<file path="config.mk">
export PLATFORM = sky130hd
export DESIGN_NAME = stdp_stim_gen
export DESIGN_NICKNAME = d
export VERILOG_FILES = /design/src/rtl/stdp_pkg.sv /design/src/rtl/stdp_stim_lfsr.sv /design/src/rtl/stdp_stim_gen.sv
export SDC_FILE = /design/constraint.sdc
export NUM_CORES = 1
export LEC_CHECK = 0
export BUFFER_PORTS_ARGS = -buffer_cell sky130_fd_sc_hd__buf_2
export CORE_AREA = 8 8 119 88
export DETAILED_ROUTE_END_ITERATION = 16
export DIE_AREA = 0 0 127 96
export GPL_ROUTABILITY_DRIVEN = 0
export GPL_TIMING_DRIVEN = 0
export PLACE_DENSITY = 0.7
export SKIP_LAST_GASP = 1
export SYNTH_ARGS = -nofsm -noshare
export SYNTH_HDL_FRONTEND = slang
export SYNTH_HIERARCHICAL = 1
export SYNTH_SLANG_ARGS = --single-unit
</file>
<file path="constraint.sdc">
create_clock -name clk -period 6.7 [get_ports clk]
set_input_delay 1.005 -clock clk [delete_from_list [all_inputs] [get_ports clk]]
set_output_delay 1.005 -clock clk [all_outputs]
set_load 0.1 [all_outputs]
</file>
<file path="src/rtl/stdp_pkg.sv">
// stdp_pkg: shared phase encoding, config field layout and LFSR constants for the STDP stimulus generator
package stdp_pkg;
  typedef enum logic [1:0] {PH_IDLE = 2'd0, PH_BURST = 2'd1, PH_GAP = 2'd2} phase_t;
  localparam int CFG_AMP_LSB = 4;
  localparam int CFG_ORDER_BIT = 3;
  localparam int CFG_S_MSB = 2;
  localparam logic [7:0] CFG_RST = 8'h80;
  localparam logic [15:0] LFSR_SEED = 16'hACE1;
  // taps 16,14,13,11 -> bits 15,13,12,10
  localparam logic [15:0] LFSR_TAPS = 16'hB400;
  function automatic logic [7:0] amp(input logic [7:0] cfg);
    return {cfg[7:CFG_AMP_LSB], 4'b0000};
  endfunction
endpackage

</file>
<file path="src/rtl/stdp_stim_lfsr.sv">
// stdp_stim_lfsr: 16-bit Fibonacci LFSR with enable, used for current jitter
module stdp_stim_lfsr
  import stdp_pkg::*;
(
  input  logic        clk,
  input  logic        rst_n,
  input  logic        en,
  output logic [15:0] q
);
  always_ff @(posedge clk)
    if (!rst_n) q <= LFSR_SEED;
    else if (en) q <= {q[14:0], ^(q & LFSR_TAPS)};
endmodule

</file>
<file path="src/rtl/stdp_stim_gen.sv">
// stdp_stim_gen: staggered burst/gap current sequencer for STDP pre/post neurons
// Optional LFSR current jitter enabled by defining STDP_STIM_JITTER_EN.
module stdp_stim_gen
  import stdp_pkg::*;
#(
  parameter int N_PRE = 4,
  parameter int W = 8,
  parameter int BURST_LEN = 64,
  parameter int GAP_LEN = 128
) (
  input  logic               clk,
  input  logic               rst_n,
  input  logic               run,
  input  logic [7:0]         cfg_in,
  input  logic               cfg_load,
  output logic [N_PRE*W-1:0] pre_current,
  output logic [W-1:0]       post_current,
  output logic [1:0]         phase,
  output logic               burst_start,
  output logic [7:0]         burst_cnt
);
  phase_t ph, ph_n;
  logic [9:0] t, t_n, len, post_st;
  logic [7:0] shadow, act, act_n, a_n;
  logic [W-1:0] lvl, post_n;
  logic [N_PRE*W-1:0] pre_n;
  logic burst_end, gap_end, enter;
  assign len = 10'(N_PRE) * {7'd0, act[CFG_S_MSB:0]} + 10'(BURST_LEN);
  assign burst_end = ph == PH_BURST && t == len - 10'd1;
  assign gap_end = ph == PH_GAP && t == 10'(GAP_LEN - 1);
  assign enter = run && (ph == PH_IDLE || gap_end);
  assign ph_n = enter ? PH_BURST : burst_end ? PH_GAP : gap_end ? PH_IDLE : ph;
  assign t_n = (ph_n != ph || ph == PH_IDLE) ? 10'd0 : t + 10'd1;
  // a load on the entry cycle bypasses the shadow so it applies to this burst
  assign act_n = enter ? (cfg_load ? cfg_in : shadow) : act;
  assign a_n = amp(act_n);
`ifdef STDP_STIM_JITTER_EN
  logic [15:0] lfsr_q;
  logic [8:0] sum;
  stdp_stim_lfsr u_lfsr (.clk(clk), .rst_n(rst_n), .en(1'b1), .q(lfsr_q));
  assign sum = {1'b0, a_n} + {7'd0, lfsr_q[1:0]};
  assign lvl = a_n == 8'd0 ? '0 : sum[8] ? 8'hFF : sum[7:0];
`else
  assign lvl = a_n;
`endif
  // window positions are derived from the next-state config so outputs line up with t
  for (genvar i = 0; i < N_PRE; i++) begin : g_pre
    logic [9:0] st;
    assign st = (act_n[CFG_ORDER_BIT] ? 10'(i + 1) : 10'(i)) * {7'd0, act_n[CFG_S_MSB:0]};
    assign pre_n[i*W +: W] = (ph_n == PH_BURST && t_n >= st && t_n < st + 10'(BURST_LEN)) ? lvl : '0;
  end
  assign post_st = act_n[CFG_ORDER_BIT] ? 10'd0 : 10'(N_PRE) * {7'd0, act_n[CFG_S_MSB:0]};
  assign post_n = (ph_n == PH_BURST && t_n >= post_st && t_n < post_st + 10'(BURST_LEN)) ? lvl : '0;
  assign phase = ph;
  always_ff @(posedge clk)
    if (!rst_n) begin
      ph <= PH_IDLE;
      t <= '0;
      shadow <= CFG_RST;
      act <= CFG_RST;
      burst_start <= 1'b0;
      burst_cnt <= '0;
      pre_current <= '0;
      post_current <= '0;
    end else begin
      ph <= ph_n;
      t <= t_n;
      act <= act_n;
      if (cfg_load) shadow <= cfg_in;
      burst_start <= enter;
      burst_cnt <= burst_cnt + 8'(burst_end);
      pre_current <= pre_n;
      post_current <= post_n;
    end
endmodule

</file>
Word-level counts from Yosys, hierarchy flattened
Index checks and enable logic that the tools add are counted.
{"block": "totals", "regBits": 77, "input_bits": 12, "out_inout_bits": 51, "wordCells": 74}
{"block": "classes", "n_addsub": 9, "mul": 4, "n_lt_le_gt_ge": 10, "eq_ne": 6, "muxes": 11, "reduce_logical": 21}
{"cell": "< comparator 10 x 8 -> 1 bit", "n": 5}
{"cell": "adder 5 x 7 -> 8 bit (second input constant)", "n": 4}
{"cell": ">= comparator 10 x 5 -> 1 bit", "n": 3}
{"cell": "2-to-1 mux 8 bit", "n": 2}
{"cell": "logical AND 1 bit", "n": 13}
{"cell": "adder 10 x 1 -> 10 bit (second input constant)", "n": 1}
{"cell": "equality test 10 bit", "n": 1}
{"cell": "equality test 10 x 7 -> 1 bit (second input constant)", "n": 1}
{"cell": ">= comparator 10 x 4 -> 1 bit", "n": 1}
{"cell": ">= comparator 10 x 6 -> 1 bit", "n": 1}
{"cell": "multiplier 2 x 3 -> 5 bit", "n": 2}
{"cell": "2-to-1 mux 10 bit", "n": 1}
{"cell": "AND reduction 2 bit", "n": 5}
{"cell": "subtractor 8 x 1 -> 9 bit (second input constant)", "n": 1}
{"cell": "adder 4 x 7 -> 8 bit (second input constant)", "n": 1}
{"cell": "adder 6 x 7 -> 8 bit (second input constant)", "n": 1}
{"cell": "adder 8 x 1 -> 8 bit", "n": 1}
{"cell": "2-to-1 mux 2 bit", "n": 4}
{"cell": "multiplier 3 x 3 -> 6 bit", "n": 1}
{"cell": "2-to-1 mux 5 bit", "n": 1}
{"cell": "equality test 2 x 1 -> 1 bit (second input constant)", "n": 2}
{"cell": "multiplier 1 x 3 -> 4 bit", "n": 1}
{"cell": "2-to-1 mux 3 bit", "n": 1}
{"cell": "equality test 2 bit (second input constant)", "n": 1}
{"cell": "other kinds (4)", "n": 6}

Longest topological paths before layout
Gate-level depths: netlist of run 1.
{"block": "logic_depth", "depth_word": 13, "mapped_depth": 20, "depth_no_buf": 19}

Worst setup path after synthesis of run 1
OpenSTA, ideal clock, no wires.
{"block": "synth_timing", "kind": "reg2reg", "start": "register ph[0], in the netlist phase[0]", "end": "register pre_current[31]", "setup_time_ns": 0.060, "arrival_ns": 4.460, "t_required_ns": 6.640, "slack_ns": 2.181, "stages_incl_launch_ff": 18, "n_path_buf": 1, "period_less_slack_ns": 4.519, "cell_sequence": "dfxtp_1 -> nor2_1 -> o21ai_2 -> buf_4 -> mux2i_4 -> xnor2_1 -> nor2_1 -> ha_1 -> ha_1 -> fa_1 -> inv_1 -> ha_1 -> a21oi_1 -> o21ai_0 -> o21bai_1 -> and4_1 -> a211oi_1 -> and2_1"}
{"block": "synth_between", "elab_chain_cells": 12, "word_cells_on_any_way": 23, "cone_classes": "add/sub (1); mul (1); order compare (2); eq/ne (4); mux (6); reduce/logical (9)"}
{"element": "from (decl)", "line_no": "stdp_stim_gen.sv:22", "text": "phase_t ph, ph_n;"}
{"element": "from (signal assigned)", "line_no": "stdp_stim_gen.sv:66", "text": "ph <= ph_n;"}
{"element": "branches (longest 12 deep; another with < comparator 10 x 8 -> 1 bit)"}
{"element": "to (signal assigned)", "line_no": "stdp_stim_gen.sv:72", "text": "pre_current <= pre_n;"}
{"element": "to (decl)", "line_no": "stdp_stim_gen.sv:16", "text": "output logic [N_PRE*W-1:0] pre_current,"}
Parallel ways; which one is timed is not known.
A chain may end at the register's enable or synchronous reset.

Worst setup path in the final report of run 1
{"block": "layout_timing", "start": "register t[0]", "end": "register pre_current[28]"}
{"block": "layout_between", "elab_chain_cells": 12, "word_cells_on_any_way": 23, "cone_classes": "add/sub (2); mul (1); order compare (2); eq/ne (4); mux (6); reduce/logical (8)"}
{"element": "from (decl)", "line_no": "stdp_stim_gen.sv:23", "text": "logic [9:0] t, t_n, len, post_st;"}
{"element": "from (signal assigned)", "line_no": "stdp_stim_gen.sv:67", "text": "t <= t_n;"}
{"element": "branches (longest 12 deep; another with < comparator 10 x 8 -> 1 bit)"}
Parallel ways; which one is timed is not known.

==> run metrics, run 1 <==
arrival time worst endpoint 5.34 ns; sequential-to-total area share from yosys stat 0.338; first-pass GRT wire length 13700 um; core area 8710 um2; setup ws final 1.62 ns; I/O pins 63; Compound-Gate Fraction of Synth Area 0.116; GRT Overall Usage 0.140; Synth Area in XOR/XNOR 0.0571; Post-synth ARST share 0; Vias/cell 5.05; setup TNS 0 ns; Synth Area in Simple Gates 0.204; htree depth 3; Syn Std Cell Area 3380 um2; RSZ-0062 raised after global routing no; Int Power 0.000754 W; max cap viols 0; DRC viols 0; number of global-route vias before repair 2928; Detailed Route WL 7920 um; area grow syn2layout 21.8%; Layout Utilization 0.472; vias 2836; Post-synth EDFFs 0; FMAX 197 MHz; total leakage power 1.92 nW; Adder-Cell Fraction of Synth Area 0.140; initial antenna violation count 0; Worst setup SP type register; PwrDens 273 nW/um2; Die Wd 127 um; status finished, final reports clean; antenna-violating nets left 0; cell area after layout 4110 um2; Antenna Diode Count 0; post_cts resized 0; Seq pwr share 0.320; largest family of logic cells by synthesized area simple AND/OR/NAND/NOR gates; clock latency on the worst-skew pair 0.33 ns; clock skew 0.00443 ns; Pre-antenna DRT Iters 4; yosys warns 6; crit-path max FO 10; CP endpoint kind register; largest net degree at the start of global routing 13; CP Class register to register; CTS clk-pin slew, worst paths 0.05 ns; Clock power frac 0.440; post-CTS setup buffers 0; placed instance area 3780 um2; minimum clock period after layout 5.08 ns; Synth cell types 52; fin. max-slew vios 0; Final Setup Violations 0; initial drt markers 187; Gate Count Post-Synth 379; CTS tree yes; Root Buffer clkbuf_16; Required @ worst endpoint 6.97 ns; Die Area 12200 um2; Slew headroom 0.588; Net Sw Frac 0.329; P_sw 0.000369 W; Sink Count 57; Hold-fix buffers, CTS 0; PnR Total Power 0.00112 W; Logic pwr share 0.240; fin nets 497; wire per inst 14.1 um; Min-Delay Path Class register to register; grt total ovfl 0; Initial Util 0.388; Final Cycle Share 0.757; worst-margin pin slew 0.600 ns; Setup WS pre-CTS 1.56 ns; layout cells sized above 1 0.222; die height 96 um; Mean Syn Cell Area 8.91 um2; Fin. Hold Viols 0; total CTS buffers 9; Peak supply drop 0.000153 V; dominant synthesized flop cell dfxtp_1; Port Buffers 40; fraction of synthesized area in multiplexers 0.0563; Seq cells post-synth 57; Bufs on Longest Clock Path 2; # rows 29; Detailed Place HPWL 6350 um
-- layer usage --
layer  routed length, um  up-vias  global-route usage  part of all wire
met4                 146        0              0.0680             0.018
met5                   0        -                   0                 0
li1                    -     1407                   -                 -
met2                3480       86               0.224              0.44
met1                3760     1327               0.172              0.48
met3                 526       16              0.0426             0.066
-- critical path: stages (launching register included) --
cell      delay, ns
dfxtp_1        0.41
ha_1           0.33
nand4_2        0.23
nor4_4         0.42
o21ai_2        0.16
buf_4          0.21
a21oi_1        0.44
nor2_1         0.15
ha_1           0.33
ha_1           0.23
fa_1           0.49
inv_1          0.04
ha_1           0.29
a21oi_1        0.14
o21ai_0        0.10
o21bai_1       0.21
and4_1         0.22
a211oi_1       0.41
and2_1         0.20
-- cells in the final DEF (no fill, tap or decap), drive strengths merged, types with 4 or more instances in the layout --
cell    Yosys  layout
xor2        6       6
inv        27      28
nand4       5       5
nand2      11      11
ha         33      33
clkinv      0       4
o21ai       8       8
nand2b      5       5
nor3       15      15
nand3       7       7
buf        24      64
mux2        8       8
conb        2      21
nor2       51      51
dfxtp      57      57
or3         7       7
clkbuf      4      13
a21o        5       5
mux2i       8       8
a21oi      19      19
and3        5       5
a31oi       5       5
and2       18      18
xnor2      16      16
-- per-stage QoR --
stage	instances	hold slack, ns
after global routing	562	0.534
after CTS	562	0.499
after global placement	546	0.475
after detailed placement	546	0.489
after floorplan	398	0.444
final	562	0.495
-- state kept, by name, indices dropped and copies added, names as in the netlist --
name / flops
pre_current: 16
t: 10
act: 8
burst_cnt: 8
shadow: 8
post_current: 4
phase: 2
burst_start: 1
-- cell families after synthesis --
group,Yosys count
adder cells (fa/ha/maj),36
buffers and inverters,55
flip-flops,57
other,2
AND/OR/NAND/NOR,133
multiplexers,16
AO/OA/AOI/OAI,58
XOR/XNOR,22
-- power groups by stage --
stage	Combinational, W	Sequential (W)	Clock, W
after floorplan	0.000164	0.000424	0
after global routing	0.000290	0.000361	0.000518
after detailed placement	0.000267	0.000367	0
after global placement	0.000261	0.000367	0
final	0.000269	0.000360	0.000494
after CTS	0.000268	0.000360	0.000501
-- final cells by class --
cell class              instances  area [um2]
fillers                       852        4600
multi-input cells             286        2020
flip-flops and latches         57        1140
clock buffers                   9         225
repair buffers                 40         200
plain buffers                  28         190
well taps                     108         135
clock inverters                 7         104
inverters                      27         101
-- synth_stat cells (all sizes together), types with 3 or more instances --
cell	count	area [um2]
a2111oi	3	32.5
clkbuf	4	15.0
o21bai	3	22.5
nand2b	5	31.3
a21o	5	37.5
or3	7	43.8
and2	18	113
a211oi	3	27.5
xor2	6	52.6
a31oi	5	31.3
buf	24	175
inv	27	101
nor3	15	75.1
o211ai	3	22.5
a21oi	19	95.1
xnor2	16	140
nand2	11	41.3
o21ai	8	43.8
fa	3	60.1
nor2	51	196
and3	5	31.3
nand3	7	35.0
dfxtp	57	1140
mux2	8	93.8
ha	33	413
mux2i	8	96.3
nand4	5	43.8
-- final timing paths --
check / end / from / slack [ns] / cells after the start
setup / recovery: pre_current[28]$_SDFF_PN0_ / t[0]$_SDFF_PN0_ / 1.62 / 18
hold / removal: t[0]$_SDFF_PN0_ / t[0]$_SDFF_PN0_ / 0.49 / 1
setup reg to reg: pre_current[28]$_SDFF_PN0_ / t[0]$_SDFF_PN0_ / 1.62 / 18
hold reg to reg: t[0]$_SDFF_PN0_ / t[0]$_SDFF_PN0_ / 0.49 / 1
No activity file was read; power rests on OpenSTA's default activity.
==> run 2, diff against run 1 <==
--- a/config.mk
+++ b/config.mk
@@ -5,10 +5,11 @@
 export SDC_FILE = /design/constraint.sdc
 export NUM_CORES = 1
 export LEC_CHECK = 0
+export ABC_AREA = 1
 export BUFFER_PORTS_ARGS = -buffer_cell sky130_fd_sc_hd__buf_2
-export CORE_AREA = 8 8 119 88
+export CORE_AREA = 8 8 121 89
 export DETAILED_ROUTE_END_ITERATION = 16
-export DIE_AREA = 0 0 127 96
+export DIE_AREA = 0 0 129 97
 export GPL_ROUTABILITY_DRIVEN = 0
 export GPL_TIMING_DRIVEN = 0
 export PLACE_DENSITY = 0.7
==> constraint.sdc (replaced) <==
create_clock -name clk -period 4.95 [get_ports clk]
set_input_delay 0.7425 -clock clk [delete_from_list [all_inputs] [get_ports clk]]
set_output_delay 0.7425 -clock clk [all_outputs]
set_load 0.1 [all_outputs]
==> run 2 against run 1 <==
  * Synthesized cell count up 22%
  * Fmax up 13%
  * Sequential share of layout area down 0.29 points
  * Global-route usage down 0.36 points
  * Total power up 30%
  * First-iteration DRC count up 5.9%
  * Clock skew about the same
  * Worst setup slack worse by 1.2 ns
  * Utilization down 0.47 points
  * Register-to-register slack worse by 1.2 ns
  * Non-clock buffer count down 1
  * Largest power group unchanged
==> run metrics, run 2 <==
most common cell after layout, fill and taps aside nor2_1; Final Cycle Share 0.907; area grow syn2layout 20.1%; layout cells sized above 1 0.207; DRC viols 0; total leakage power 2.22 nW; Hold Slack 0.491 ns; dominant synthesized flop cell dfxtp_1; Fin. Hold Viols 0; Die Area 12500 um2; placed instance area 3890 um2; GRT Overall Usage 0.137; first-pass GRT wire length 14000 um; Final Setup Violations 0; FMAX 223 MHz; Min-Delay Path Class register to register; CP Class register to register; max FFs per register 16; area share of the largest cell type after synthesis 0.330; Root Buffer clkbuf_16; crit-path max cell delay 0.50 ns; CTS tree yes; Antenna Diode Count 0; Syn Std Cell Area 3460 um2; Peak supply drop 0.000197 V; # rows 29; initial drt markers 198; Synth cell types 41; core area 8890 um2; worst path bufs/invs 5; Biggest register pre_current; top cell type by total area after synthesis dfxtp_1; minimum clock period after layout 4.49 ns; Seq cells post-synth 57; Gate Count Post-Synth 462; grt total ovfl 0; crit-path max FO 10; fin nets 580; antenna-violating nets left 0; wire per inst 12.5 um; initial antenna violation count 0; total CTS buffers 9; most frequent cells in the layout nor2_1 (82), nand2_1 (73), inv_1 (64), dfxtp_1 (57), buf_2 (40); clock skew 0.00394 ns; I/O pins 63; Detailed Place HPWL 6680 um; CP endpoint kind register; sequential-to-total area share from yosys stat 0.330; Post-synth top cells nor2_1 (82), nand2_1 (73), inv_1 (64); Sink Count 57; arrival time worst endpoint 4.74 ns; Largest regs pre_current x16, t x10; die height 97 um; fin. max-slew vios 0; Required @ worst endpoint 5.20 ns; clock latency on the worst-skew pair 0.32 ns; setup TNS 0 ns; Bufs on Longest Clock Path 2; Post-synth ARST share 0; worst-margin pin slew 0.879 ns; CP delay by family, top adder cells; Pre-antenna DRT Iters 7; max cap viols 0; slowest stage cell, crit path fa_1; Detailed Route WL 8230 um; vias 3014; status finished, final reports clean; post_cts resized 0; Worst setup SP type register; Vias/cell 4.57; CTS clk-pin slew, worst paths 0.05 ns; PwrDens 350 nW/um2; number of global-route vias before repair 2927; yosys warns 6; Hold-fix buffers, CTS 0; Slew headroom 0.410; Die Wd 129 um; most numerous cell in the Yosys netlist nor2_1; Area contributors post-synth dfxtp_1 (33%), ha_1 (12%), nor2_1 (8.9%), nand2_1 (7.9%), inv_1 (6.9%); Mean Syn Cell Area 7.49 um2; htree depth 3; cell area after layout 4160 um2; post-CTS setup buffers 0; RSZ-0062 raised after global routing no; Initial Util 0.389; largest net degree at the start of global routing 11; Post-synth EDFFs 0; PnR Total Power 0.00146 W; Port Buffers 40
==> run 2: worst paths after layout <==
check	start	end	slack, ns	depth (start not counted)
worst max-delay path	t[0]$_SDFF_PN0_	pre_current[29]$_SDFF_PN0_	0.46	27
worst max register to register	t[0]$_SDFF_PN0_	pre_current[29]$_SDFF_PN0_	0.46	27
worst min-delay path	shadow[5]$_SDFF_PN0_	shadow[5]$_SDFF_PN0_	0.49	2
worst min register to register	shadow[5]$_SDFF_PN0_	shadow[5]$_SDFF_PN0_	0.49	2
==> run 2: metrics by stage <==
step,instances,setup WS [ns],util
6_report,659,0.460,0.468
5_1_grt,659,0.102,0.468
4_1_cts,659,0.506,0.468
3_5_place_dp,645,0.473,0.437
3_3_place_gp,645,0.555,0.437
2_1_floorplan,481,0.636,-
==> run 2: worst min-delay path: stages, from the launching register on <==
cell and delay [ns]:
dfxtp_1 0.30, mux2i_1 0.07, nor2_1 0.08
==> run 2: logic make-up after synthesis <==
family,count (synthesis),share of synthesized area
and+or+nand+nor,215,0.289
xor gates and xnor gates,8,0.0203
buffers and inverters,93,0.125
AOI/OAI and AO/OA,43,0.0731
adders and majority gates,36,0.137
other,2,0.00217
muxes,8,0.0235
DFF,57,0.330
==> run 2: area by class of cell <==
cell class,instances,area (um2)
Fill cell,874,4730
Multi-Input combinational cell,331,1960
Sequential cell,57,1140
Clock buffer,11,253
Inverter,66,249
Timing Repair Buffer,40,200
Buffer,27,185
Tap cell,124,155
Clock inverter,3,17.5
==> run 2: metal layers <==
layer	wire length, um	vias to the layer above	global-route usage
li1	-	1559	-
met1	3870	1364	0.179
met2	3660	82	0.214
met3	621	9	0.0351
met4	84	0	0.0414
met5	0	-	0
==> run 2: power by group <==
| group | internal (W) | leakage, nW | switching, W |
|---|---|---|---|
| Clock | 0.000356 | 0.133 | 0.000190 |
| Combinational | 0.0000987 | 1.62 | 0.000319 |
| Sequential | 0.000484 | 0.465 | 0.00000877 |
| Total | 0.000939 | 2.22 | 0.000518 |
==> run 3, diff against run 2 <==
--- a/config.mk
+++ b/config.mk
@@ -7,12 +7,14 @@
 export LEC_CHECK = 0
 export ABC_AREA = 1
 export BUFFER_PORTS_ARGS = -buffer_cell sky130_fd_sc_hd__buf_2
+export CELL_PAD_IN_SITES_DETAIL_PLACEMENT = 0
+export CELL_PAD_IN_SITES_GLOBAL_PLACEMENT = 1
 export CORE_AREA = 8 8 121 89
 export DETAILED_ROUTE_END_ITERATION = 16
 export DIE_AREA = 0 0 129 97
 export GPL_ROUTABILITY_DRIVEN = 0
 export GPL_TIMING_DRIVEN = 0
-export PLACE_DENSITY = 0.7
+export PLACE_DENSITY = 0.88
 export SKIP_LAST_GASP = 1
 export SYNTH_ARGS = -nofsm -noshare
 export SYNTH_HDL_FRONTEND = slang
==> run 3 against run 2 <==
  * Total power up 8.0%
  * Clock power up 22%
  * Combinational power about the same
  * Register-to-register slack better by 0.09 ns
  * Cell count rose by 0.30%
  * Sequential power hardly changed
  * Clock skew is 0.0063 ns higher
  * Worst setup slack better by 0.089 ns
  * Sequential cell count unchanged
  * Global-route usage about the same
==> run metrics, run 3 (synthesis results as in run 2) <==
Layout Utilization 0.474; setup ws final 0.549 ns; CP endpoint kind register; Required @ worst endpoint 5.21 ns; vias 2972; PwrDens 373 nW/um2; antenna-violating nets left 0; DRC viols 0; layout cells sized above 1 0.210; worst-margin pin slew 0.892 ns; Initial Util 0.389; crit-path max FO 10; arrival time worst endpoint 4.66 ns; minimum clock period after layout 4.40 ns; number of global-route vias before repair 2903; Peak supply drop 0.000175 V; Slew headroom 0.401; CTS tree yes; fin. max-slew vios 0; max cap viols 0; crit path from t[0]$_SDFF_PN0_; Die Wd 129 um; RSZ-0062 raised after global routing no; Fin. Hold Viols 0; Hold-fix buffers, CTS 0; max FFs per register 16; most frequent cells in the layout nor2_1 (82), nand2_1 (73), inv_1 (64), dfxtp_1 (57), buf_2 (40); Detailed Place HPWL 6740 um; core area 8890 um2; Biggest register pre_current; Detailed Route WL 8230 um; Final Cycle Share 0.889; # rows 29; total leakage power 2.24 nW; Worst setup SP type register; Setup WS pre-CTS 0.522 ns; Antenna Diode Count 0; PnR Total Power 0.00157 W; area grow syn2layout 21.8%; Largest regs pre_current x16, t x10; most common cell after layout, fill and taps aside nor2_1; grt total ovfl 0; htree depth 3; die height 97 um; FMAX 227 MHz; Die Area 12500 um2; initial drt markers 136; Sink Count 57; Pre-antenna DRT Iters 4; area of the multi-input gates 1960 um2; post_cts resized 0; GRT Overall Usage 0.137; wire per inst 12.4 um; initial antenna violation count 0; total CTS buffers 9; HP Start shadow[5]$_SDFF_PN0_; placed instance area 3890 um2; cell area after layout 4210 um2; fin nets 580; first-pass GRT wire length 13800 um; Final Setup Violations 0; setup TNS 0 ns; status finished, final reports clean; Min-Delay Path Class register to register; I/O pins 63; Filler cells 858; post-CTS setup buffers 0; CP Class register to register; Port Buffers 40; Vias/cell 4.50; clock latency on the worst-skew pair 0.33 ns; clock skew 0.0103 ns; Root Buffer clkbuf_16; largest net degree at the start of global routing 13; worst r2r src t[0]$_SDFF_PN0_; Seq. cell area 1140 um2; CTS clk-pin slew, worst paths 0.05 ns; Bufs on Longest Clock Path 2
## run 3: where the power goes
group / leakage (nW) / internal, W / switching [W]
clock network: 0.153 / 0.000444 / 0.000222
logic: 1.62 / 0.0000984 / 0.000316
registers: 0.465 / 0.000483 / 0.00000894
total: 2.24 / 0.00103 / 0.000547
## run 3: worst max-delay path, cell delays in order (launching register included)
cell and delay (ns):
dfxtp_1 0.42, ha_1 0.28, nand2_2 0.11, nor2_4 0.15
nand4_2 0.14, nand2_2 0.10, nand2_4 0.09, inv_1 0.12
buf_6 0.15, nand2_1 0.07, o21ai_2 0.18, nor2_4 0.07
inv_1 0.12, nand2_1 0.06, nand2_1 0.05, inv_1 0.04
ha_1 0.27, ha_1 0.23, fa_1 0.48, inv_1 0.04
ha_1 0.28, a21oi_1 0.14, o21ai_0 0.08, a21oi_1 0.25
nor2_1 0.10, nor2_2 0.12, nand2_2 0.09, nor2_1 0.10
## run 3: layout make-up
| type | instances | share of cell area |
|---|---|---|
| plain buffers | 27 | 0.0440 |
| repair buffers | 40 | 0.0475 |
| well taps | 124 | 0.0368 |
| multi-input cells | 331 | 0.464 |
| flip-flops and latches | 57 | 0.271 |
| clock buffers | 9 | 0.0535 |
| inverters | 66 | 0.0591 |
| clock inverters | 7 | 0.0241 |
## run 3: final timing paths
kind,end,slack [ns],cells after the start
max reg2reg,pre_current[28]$_SDFF_PN0_,0.55,27
max,pre_current[28]$_SDFF_PN0_,0.55,27
min reg2reg,shadow[5]$_SDFF_PN0_,0.50,2
min,shadow[5]$_SDFF_PN0_,0.50,2
## run 3: through the flow
stage | hold slack [ns] | std cells
floorplan | 0.451 | 481
global placement | 0.471 | 645
detailed placement | 0.486 | 645
CTS | 0.500 | 661
global route | 0.517 | 661
finish | 0.502 | 661
## run 3: routing by layer
metal	share of wire	wire length (um)	vias to the layer above	track usage
met1	0.50	4140	1321	0.180
met5	0	0	-	0
met3	0.059	488	15	0.0356
li1	-	-	1568	-
met4	0.016	133	0	0.0522
met2	0.42	3470	68	0.207
